## config.mk

```make
export PLATFORM = sky130hd
export DESIGN_NAME = edge_capture_flat
export DESIGN_NICKNAME = d
export VERILOG_FILES = /design/src/rtl/edge_pkg.sv /design/src/rtl/edge_capture_if.sv /design/src/rtl/edge_filter_chan.sv /design/src/rtl/edge_capture.sv /design/src/flat_wrapper.sv
export SDC_FILE = /design/constraint.sdc
export NUM_CORES = 1
export LEC_CHECK = 0
export BUFFER_PORTS_ARGS = -buffer_cell sky130_fd_sc_hd__buf_2
export CORE_AREA = 10 10 47 49
export CTS_BUF_LIST = sky130_fd_sc_hd__clkbuf_4 sky130_fd_sc_hd__clkbuf_8 sky130_fd_sc_hd__clkbuf_16
export CTS_CLUSTER_SIZE = 10
export DETAILED_ROUTE_END_ITERATION = 8
export DIE_AREA = 0 0 57 59
export GPL_ROUTABILITY_DRIVEN = 0
export PLACE_DENSITY = 0.43
export REMOVE_ABC_BUFFERS = 1
export SYNTH_ARGS = -nofsm -noshare
export SYNTH_HDL_FRONTEND = slang
export SYNTH_SLANG_ARGS = --single-unit
```

## constraint.sdc

```tcl
create_clock -name I_clock -period 0.8 [get_ports I_clock]
set_input_delay 0.12 -clock I_clock [delete_from_list [all_inputs] [get_ports I_clock]]
set_output_delay 0.12 -clock I_clock [all_outputs]
set_load 0.05 [all_outputs]
```

## src/rtl/edge_pkg.sv

```systemverilog
// Shared types for the edge capture block: per-channel capture mode and filter counter sizing.
package edge_pkg;

    typedef enum logic [1:0] {
        E_DISABLED = 2'b00,
        E_RISE     = 2'b01,
        E_FALL     = 2'b10,
        E_BOTH     = 2'b11
    } mode_e;

    // Counter must reach filter-1; a single-cycle filter still needs a 1-bit counter.
    function automatic int cnt_width(input int filter);
        return (filter > 1) ? $clog2(filter) : 1;
    endfunction

endpackage

```

## src/rtl/edge_capture_if.sv

```systemverilog
// Channel-vector bundle between raw pins / register logic and edge_capture; no flow control.
interface edge_capture_if #(
    parameter int P_width = 1
);
    logic [P_width-1:0]   I_signal;
    logic [2*P_width-1:0] I_mode;
    logic [P_width-1:0]   I_clear;
    logic [P_width-1:0]   O_level;
    logic [P_width-1:0]   O_rise;
    logic [P_width-1:0]   O_fall;
    logic [P_width-1:0]   O_event;
    logic [P_width-1:0]   O_pending;
    logic                 O_irq;

    modport master (
        output I_signal, I_mode, I_clear,
        input  O_level, O_rise, O_fall, O_event, O_pending, O_irq
    );

    modport slave (
        input  I_signal, I_mode, I_clear,
        output O_level, O_rise, O_fall, O_event, O_pending, O_irq
    );
endinterface

```

## src/rtl/edge_filter_chan.sv

```systemverilog
// One channel: synchroniser, glitch filter, level and registered rise/fall pulses.
// Latency P_sync + P_filter cycles from input change to level/pulse; never stalls.
module edge_filter_chan
    import edge_pkg::*;
#(
    parameter int   P_sync   = 2,
    parameter int   P_filter = 1,
    parameter logic P_init   = 1'b0
) (
    input  logic clk,
    input  logic rst,
    input  logic signal,
    output logic level,
    output logic rise,
    output logic fall,
    output logic rise_nxt,
    output logic fall_nxt
);
    localparam int             CW       = cnt_width(P_filter);
    localparam logic [CW-1:0]  CNT_LAST = CW'(P_filter - 1);

    logic          s;
    logic [CW-1:0] cnt;
    logic          accept;

    generate
        if (P_sync == 0) begin : g_direct
            assign s = signal;
        end else begin : g_sync
            logic [P_sync-1:0] sync;
            // Chain resets to the same value as level so reset never yields an edge.
            always_ff @(posedge clk) begin
                if (rst) sync <= {P_sync{P_init}};
                else     sync <= (sync << 1) | P_sync'(signal);
            end
            assign s = sync[P_sync-1];
        end
    endgenerate

    assign accept   = (s != level) && (cnt == CNT_LAST);
    assign rise_nxt = accept & s;
    assign fall_nxt = accept & ~s;

    always_ff @(posedge clk) begin
        if (rst) begin
            level <= P_init;
            cnt   <= '0;
            rise  <= 1'b0;
            fall  <= 1'b0;
        end else begin
            rise <= rise_nxt;
            fall <= fall_nxt;
            if (s == level) begin
                cnt <= '0;
            end else if (accept) begin
                level <= s;
                cnt   <= '0;
            end else begin
                cnt <= cnt + CW'(1);
            end
        end
    end

endmodule

```

## src/rtl/edge_capture.sv

```systemverilog
// Multi-channel edge capture: filtered levels, edge pulses, mode-selected sticky pending bits, shared irq.
// Pulses P_sync + P_filter cycles after input change, pending one cycle later; no backpressure.
module edge_capture
    import edge_pkg::*;
#(
    parameter int                 P_width  = 1,
    parameter int                 P_sync   = 2,
    parameter int                 P_filter = 1,
    parameter logic [P_width-1:0] P_init   = '0
) (
    input  logic          I_clock,
    input  logic          I_reset,
    edge_capture_if.slave bus
);
    logic [P_width-1:0] level;
    logic [P_width-1:0] rise;
    logic [P_width-1:0] fall;
    logic [P_width-1:0] rise_nxt;
    logic [P_width-1:0] fall_nxt;
    logic [P_width-1:0] event_nxt;
    logic [P_width-1:0] event_q;
    logic [P_width-1:0] pending_q;

    generate
        for (genvar n = 0; n < P_width; n++) begin : g_chan
            mode_e mode;
            assign mode = mode_e'(bus.I_mode[2*n +: 2]);

            edge_filter_chan #(
                .P_sync   (P_sync),
                .P_filter (P_filter),
                .P_init   (P_init[n])
            ) u_chan (
                .clk      (I_clock),
                .rst      (I_reset),
                .signal   (bus.I_signal[n]),
                .level    (level[n]),
                .rise     (rise[n]),
                .fall     (fall[n]),
                .rise_nxt (rise_nxt[n]),
                .fall_nxt (fall_nxt[n])
            );

            // Mode is sampled on the accepting edge so the event lines up with rise/fall.
            assign event_nxt[n] = (rise_nxt[n] & (mode == E_RISE || mode == E_BOTH))
                                | (fall_nxt[n] & (mode == E_FALL || mode == E_BOTH));
        end
    endgenerate

    always_ff @(posedge I_clock) begin
        if (I_reset) begin
            event_q   <= '0;
            pending_q <= '0;
        end else begin
            event_q   <= event_nxt;
            pending_q <= (pending_q & ~bus.I_clear) | event_q;
        end
    end

    assign bus.O_level   = level;
    assign bus.O_rise    = rise;
    assign bus.O_fall    = fall;
    assign bus.O_event   = event_q;
    assign bus.O_pending = pending_q;
    assign bus.O_irq     = |pending_q;

endmodule

```

## src/flat_wrapper.sv

```systemverilog
// flat-port wrapper written by rule: the top's interface ports become plain ports
module edge_capture_flat import edge_pkg::*;
#(
    parameter int                 P_width  = 1,
    parameter int                 P_sync   = 2,
    parameter int                 P_filter = 1,
    parameter logic [P_width-1:0] P_init   = '0
)
  (I_clock, I_reset, bus_I_signal, bus_I_mode, bus_I_clear, bus_O_level, bus_O_rise, bus_O_fall, bus_O_event, bus_O_pending, bus_O_irq);
  edge_capture_if #(.P_width(P_width)) bus_i ();
  input  logic I_clock;
  input  logic I_reset;
  input wire logic [$bits(bus_i.I_signal)-1:0] bus_I_signal;
  input wire logic [$bits(bus_i.I_mode)-1:0] bus_I_mode;
  input wire logic [$bits(bus_i.I_clear)-1:0] bus_I_clear;
  output wire logic [$bits(bus_i.O_level)-1:0] bus_O_level;
  output wire logic [$bits(bus_i.O_rise)-1:0] bus_O_rise;
  output wire logic [$bits(bus_i.O_fall)-1:0] bus_O_fall;
  output wire logic [$bits(bus_i.O_event)-1:0] bus_O_event;
  output wire logic [$bits(bus_i.O_pending)-1:0] bus_O_pending;
  output wire logic [$bits(bus_i.O_irq)-1:0] bus_O_irq;
  assign bus_i.I_signal = bus_I_signal;
  assign bus_i.I_mode = bus_I_mode;
  assign bus_i.I_clear = bus_I_clear;
  assign bus_O_level = bus_i.O_level;
  assign bus_O_rise = bus_i.O_rise;
  assign bus_O_fall = bus_i.O_fall;
  assign bus_O_event = bus_i.O_event;
  assign bus_O_pending = bus_i.O_pending;
  assign bus_O_irq = bus_i.O_irq;
  edge_capture #(.P_width(P_width), .P_sync(P_sync), .P_filter(P_filter), .P_init(P_init)) u_core (.I_clock(I_clock), .I_reset(I_reset), .bus(bus_i));
endmodule
```

; ---- After elaboration in Yosys (flattened, before gate mapping)
; Index checks and enable logic that the tools add are counted.
[word_totals]
output_inout_bits = 6
ff_bits = 8
in_bits = 6
wordCells = 30
[op_classes]
addsub = 1
eq_ne = 5
n_bitwise = 12
reduce_logical = 5
[op_table]
columns = cell, n
row1 = AND 1 bit, 5
row2 = equality test 2 bit (second input constant), 2
row3 = inverter 1 bit, 4
row4 = OR reduction 3 bit, 1
row5 = equality test 2 x 1 -> 1 bit (second input constant), 1
row6 = logical OR 1 bit, 2
row7 = OR 1 bit, 2
row8 = OR 2 x 1 -> 2 bit, 1
row9 = AND reduction 2 bit, 1
row10 = adder 1 bit (second input constant), 1
row11 = equality test 1 bit, 1
row12 = logical AND 1 bit, 1
row13 = != test 1 bit, 1

; ---- Depth between registers and ports, before layout
[logic_depth]
ltp_word = 5
ltp_mapped = 2

; ---- Cells and area by module
; From an unflattened synthesis, not the netlist that was laid out.
[hier_totals]
hier_cells = 25
area_unflattened_um2 = 257.7
[modules_own_cells]
columns = mod, n_inst, area_each_um2, cells_each
row1 = edge_filter_chan, 1, 180.2, 17
row2 = edge_capture, 1, 77.6, 8

; ---- Worst setup path before layout
; Ideal clock, no wire load.
[synth_path]
path_type = reg-to-reg
from = register u_core.g_chan[0].u_chan.level
to = register u_core.event_q, in the netlist u_core.bus.O_event
stages_incl_launch_ff = 3
t_arrival_ns = 1.016
synth_period_minus_slack_ns = 1.095
setup_ns = 0.079
path_buffers = 0
path_slack_ns = -0.295
path_cell_list = dfxtp_1 > nand3b_1 > a211oi_2
[synth_via]
elab_chain_cells = 5
elab_cells_between_ends = 7
[synth_lines]
columns = element, line
row1 = from (decl), edge_filter_chan.sv:13  ; output logic level,
row2 = from (signal assigned), edge_filter_chan.sv:46  ; level <= P_init;
row3 = from (signal assigned), edge_filter_chan.sv:56  ; level <= s;
row4 = != test 1 bit (*), edge_filter_chan.sv:40  ; assign accept = (s != level) && (cnt == CNT_LAST);
row5 = logical AND 1 bit (*), edge_filter_chan.sv:40
row6 = "AND 1 bit, on equally long branches", "edge_filter_chan.sv:41, edge_filter_chan.sv:42"
row7 = "AND 1 bit, on equally long branches", "edge_capture.sv:45, edge_capture.sv:46"
row8 = OR 1 bit (*), edge_capture.sv:46  ; | (fall_nxt[n] & (mode == E_FALL || mode == E_BOTH));
row9 = to (signal assigned), edge_capture.sv:55  ; event_q <= event_nxt;
row10 = to (decl), edge_capture.sv:21  ; logic [P_width-1:0] event_q;
; Every way passes the cells marked *; elsewhere a longest branch is shown, timed or not.
; A chain may end at the register's enable or synchronous reset.

; ---- Worst setup path after layout
[layout_path]
from = register u_core.g_chan[0].u_chan.level
to = output bus_O_level
[layout_rtl]
columns = element, line
row1 = to (decl), flat_wrapper.sv:16  ; output wire logic [$bits(bus_i.O_level)-1:0] bus_O_level;
; No word-level cell between the ends.

==> metrics.yaml <==
worst_setup_path:
  critPathArrivalTime_ns: 0.76
  reg2reg_from: "u_core.g_chan[0].u_chan.g_sync.sync[1]$_SDFF_PP0_"
  critPathMaxFanout: 6
  cp_top_family: "flip-flops"
  endpoint_kind: "output port"
  r2r_cells: 2
  cp_cell_sequence: "buf_8"
  crit_type: "reg2out"
  max_stage_delay_ns: 0.37
  crit_buf_inv: 1
  regToRegSetupSlack_ns: 0.01
  r2r-end: "u_core.bus.O_event$_SDFF_PP0_"
  critical_path.startpoint_type: "flip-flop"
  slowest_stage: "dfxtp_4"
  cp.required_ns: 0.68
job:
  maxCapViolCount: 0
power:
  total_power_mw: 0.773
  pwr-share-seq_pct: 54.1
  p_sw_share_pct: 21.6
  power.leakage_nw: 0.168
  switchingPower_mw: 0.167
  pwr-share-comb_pct: 7.5
  ir_drop_mv: 0.738
  p_int_mw: 0.606
  power_density_nw_per_um2: 1810
  clkPwrFrac_pct: 38.5
global_route:
  antenna_found_initial: 0
  grt_pass1_vias: 195
  overflow: 0
  grt_pass1_wl_um: 986
  grt_usage_pct: 4.16
  grt_max_degree: 8
sta:
  fmax_ghz: 1.13
  setup-violations-final: 6
  slew_viol_final: 0
  holdWs_ns: 0.0782
  fin_crit_sh_pct: 110
  grt_setup_unrepaired: "yes"
  tns_ns: -0.345
  skew_ns: 0.00163
  setup_ws_ns: -0.0819
  hold_viol: 0
  fin_crit_ns: 0.882
logic_synthesis:
  syn-cell-area_um2: 258
  ys_ff_latch: 8
  synth_area_leaders: "dfxtp_1 (62%), nor4b_1 (6.8%), nand3b_1 (5.8%)"
  postSynthAreaPerCell_um2: 11.7
  syn_inst: 22
  ys_seq_area_share_pct: 62.1
  synth_common_cells: "dfxtp_1 (8), nand3b_1 (2), nor2b_1 (2), nor4b_1 (2)"
  ys_warn_count: 0
  ys.flop_type: "dfxtp_1"
  synth-edff-count: 0
  ys_types: 12
  post-synth-top-count-cell: "dfxtp_1"
  synth_top_area_cell: "dfxtp_1"
  async_flop_share_pct: 0
  netlist.area_leader.share_pct: 62.1
die:
  die_height_um: 59
  core_um2: 1400
  dieWidth_um: 57
  start_util_pct: 18.4
  io_pins: 12
  row_count: 14
  dieArea_um2: 3360
place:
  numPlacedInstances: 48
  placed_cell_area_um2: 325
  pre_cts_slack_ns: 0.0104
  port_buffers: 11
status:
  outcome: "complete, but fails checks"
  violations: "setup timing"
route:
  first_iter_violations: 6
  drtAntennaViolNets: 0
  avgViaCountPerCell: 3.80
  detail_route.first_pass.iterations: 2
  post-route-drc-count: 0
  vias: 194
  totalWireLength_um: 555
  detail_route.wl_per_cell_um: 10.9
finish:
  insertedDiodeCount: 0
  instances_no_fill: 51
  fin_area_um2: 428
  post-route-util_pct: 30.5
  drive_gt1_share_pct: 65.7
  syn2layout_area_growth_pct: 66.0
  final_nets: 43
hold_path:
  worstHoldStart: "bus_I_signal"
  whs_endpoint: "u_core.g_chan[0].u_chan.g_sync.sync[0]$_SDFF_PP0_"
  min_path_type: "in2reg"
  min_path_cells: 2
cts:
  clk_pin_slew_worst_paths_ns: 0.05
  cts_buffers: 3
  clk_latency_ns: 0.25
  tritoncts: "yes"
  cts_setup_buffers: 0
  cts-root-buf: "clkbuf_4"
  holdBufCountCts: 0
  htreeDepth: 1
  clock-sinks: 8
  cts_buffer_depth: 2
## cells in the final DEF, fill, tap and decap left out
cell,synthesis,routed
nor2b_1,2,2
conb_1,1,1
inv_1,1,1
nand3b_1,2,2
nand2b_1,1,1
dfxtp_1,8,1
nor4b_2,0,1
nor4b_1,2,1
dfxtp_2,0,5
buf_2,0,5
buf_8,0,6
nor2_1,1,1
clkbuf_4,0,3
a21oi_1,1,1
a211oi_2,1,1
mux2i_1,1,1
dfxtp_4,0,2
## cells by family (layout without fill, tap and decap cells)
logic type / count (synthesis) / in the layout / synth area share (%)
compound gates: 2 / 2 / 6.79
buf+inv: 2 / 15 / 4.37
mux: 1 / 1 / 3.88
other cells: 1 / 1 / 1.45
flops: 8 / 8 / 62.1
simple gates: 8 / 8 / 21.4
## worst max path at each step
stage	depth (start not counted)	start	to	slack, ns
after detailed placement	1	u_core.g_chan[0].u_chan.level$_SDFFE_PP0P_	bus_O_level	0.01
after CTS	1	u_core.g_chan[0].u_chan.level$_SDFFE_PP0P_	bus_O_level	-0.1
after global placement	2	u_core.g_chan[0].u_chan.g_sync.sync[1]$_SDFF_PP0_	u_core.bus.O_event$_SDFF_PP0_	0.02
after floorplan	2	u_core.bus.O_irq$_SDFF_PP0_	u_core.bus.O_irq$_SDFF_PP0_	-0.44
final	1	u_core.g_chan[0].u_chan.level$_SDFFE_PP0P_	bus_O_level	-0.08
after global routing	1	u_core.g_chan[0].u_chan.level$_SDFFE_PP0P_	bus_O_level	-0.12
## state kept, by name, summed over array words and instances, names as in the netlist
register	cells
u_core.bus.O_event	1
u_core.bus.O_irq	1
u_core.g_chan.u_chan.g_sync.sync	2
u_core.g_chan.u_chan.cnt	1
u_core.g_chan.u_chan.rise	1
u_core.g_chan.u_chan.level	1
u_core.g_chan.u_chan.fall	1
## layout make-up
cell class	instances	area, um^2
fillers	156	973
multi-input cells	12	92.6
inverters	1	3.75
flip-flops and latches	8	174
clock buffers	3	22.5
repair buffers	11	115
well taps	16	20.0
## power by group through the flow
stage	Clock [mW]	Sequential (mW)	Combinational, mW
5_1_grt	0.343	0.419	0.0626
2_1_floorplan	0	0.441	0.0116
6_report	0.298	0.418	0.0576
4_1_cts	0.319	0.416	0.0572
3_3_place_gp	0	0.426	0.0492
3_5_place_dp	0	0.427	0.0487
## what timing repair did
action / in CTS / in global routing
pin swaps: 0 / 0
gates resized for setup: 26 / 2
endpoints found under the setup margin: 6 / 10
## per-layer routing
metal / wire length (um) / track usage (%)
met5: 0 / 0
met3: 65 / 3.43
met4: 12 / 5.03
met2: 219 / 4.34
met1: 259 / 4.42
Power figures use the tool's default switching activity.
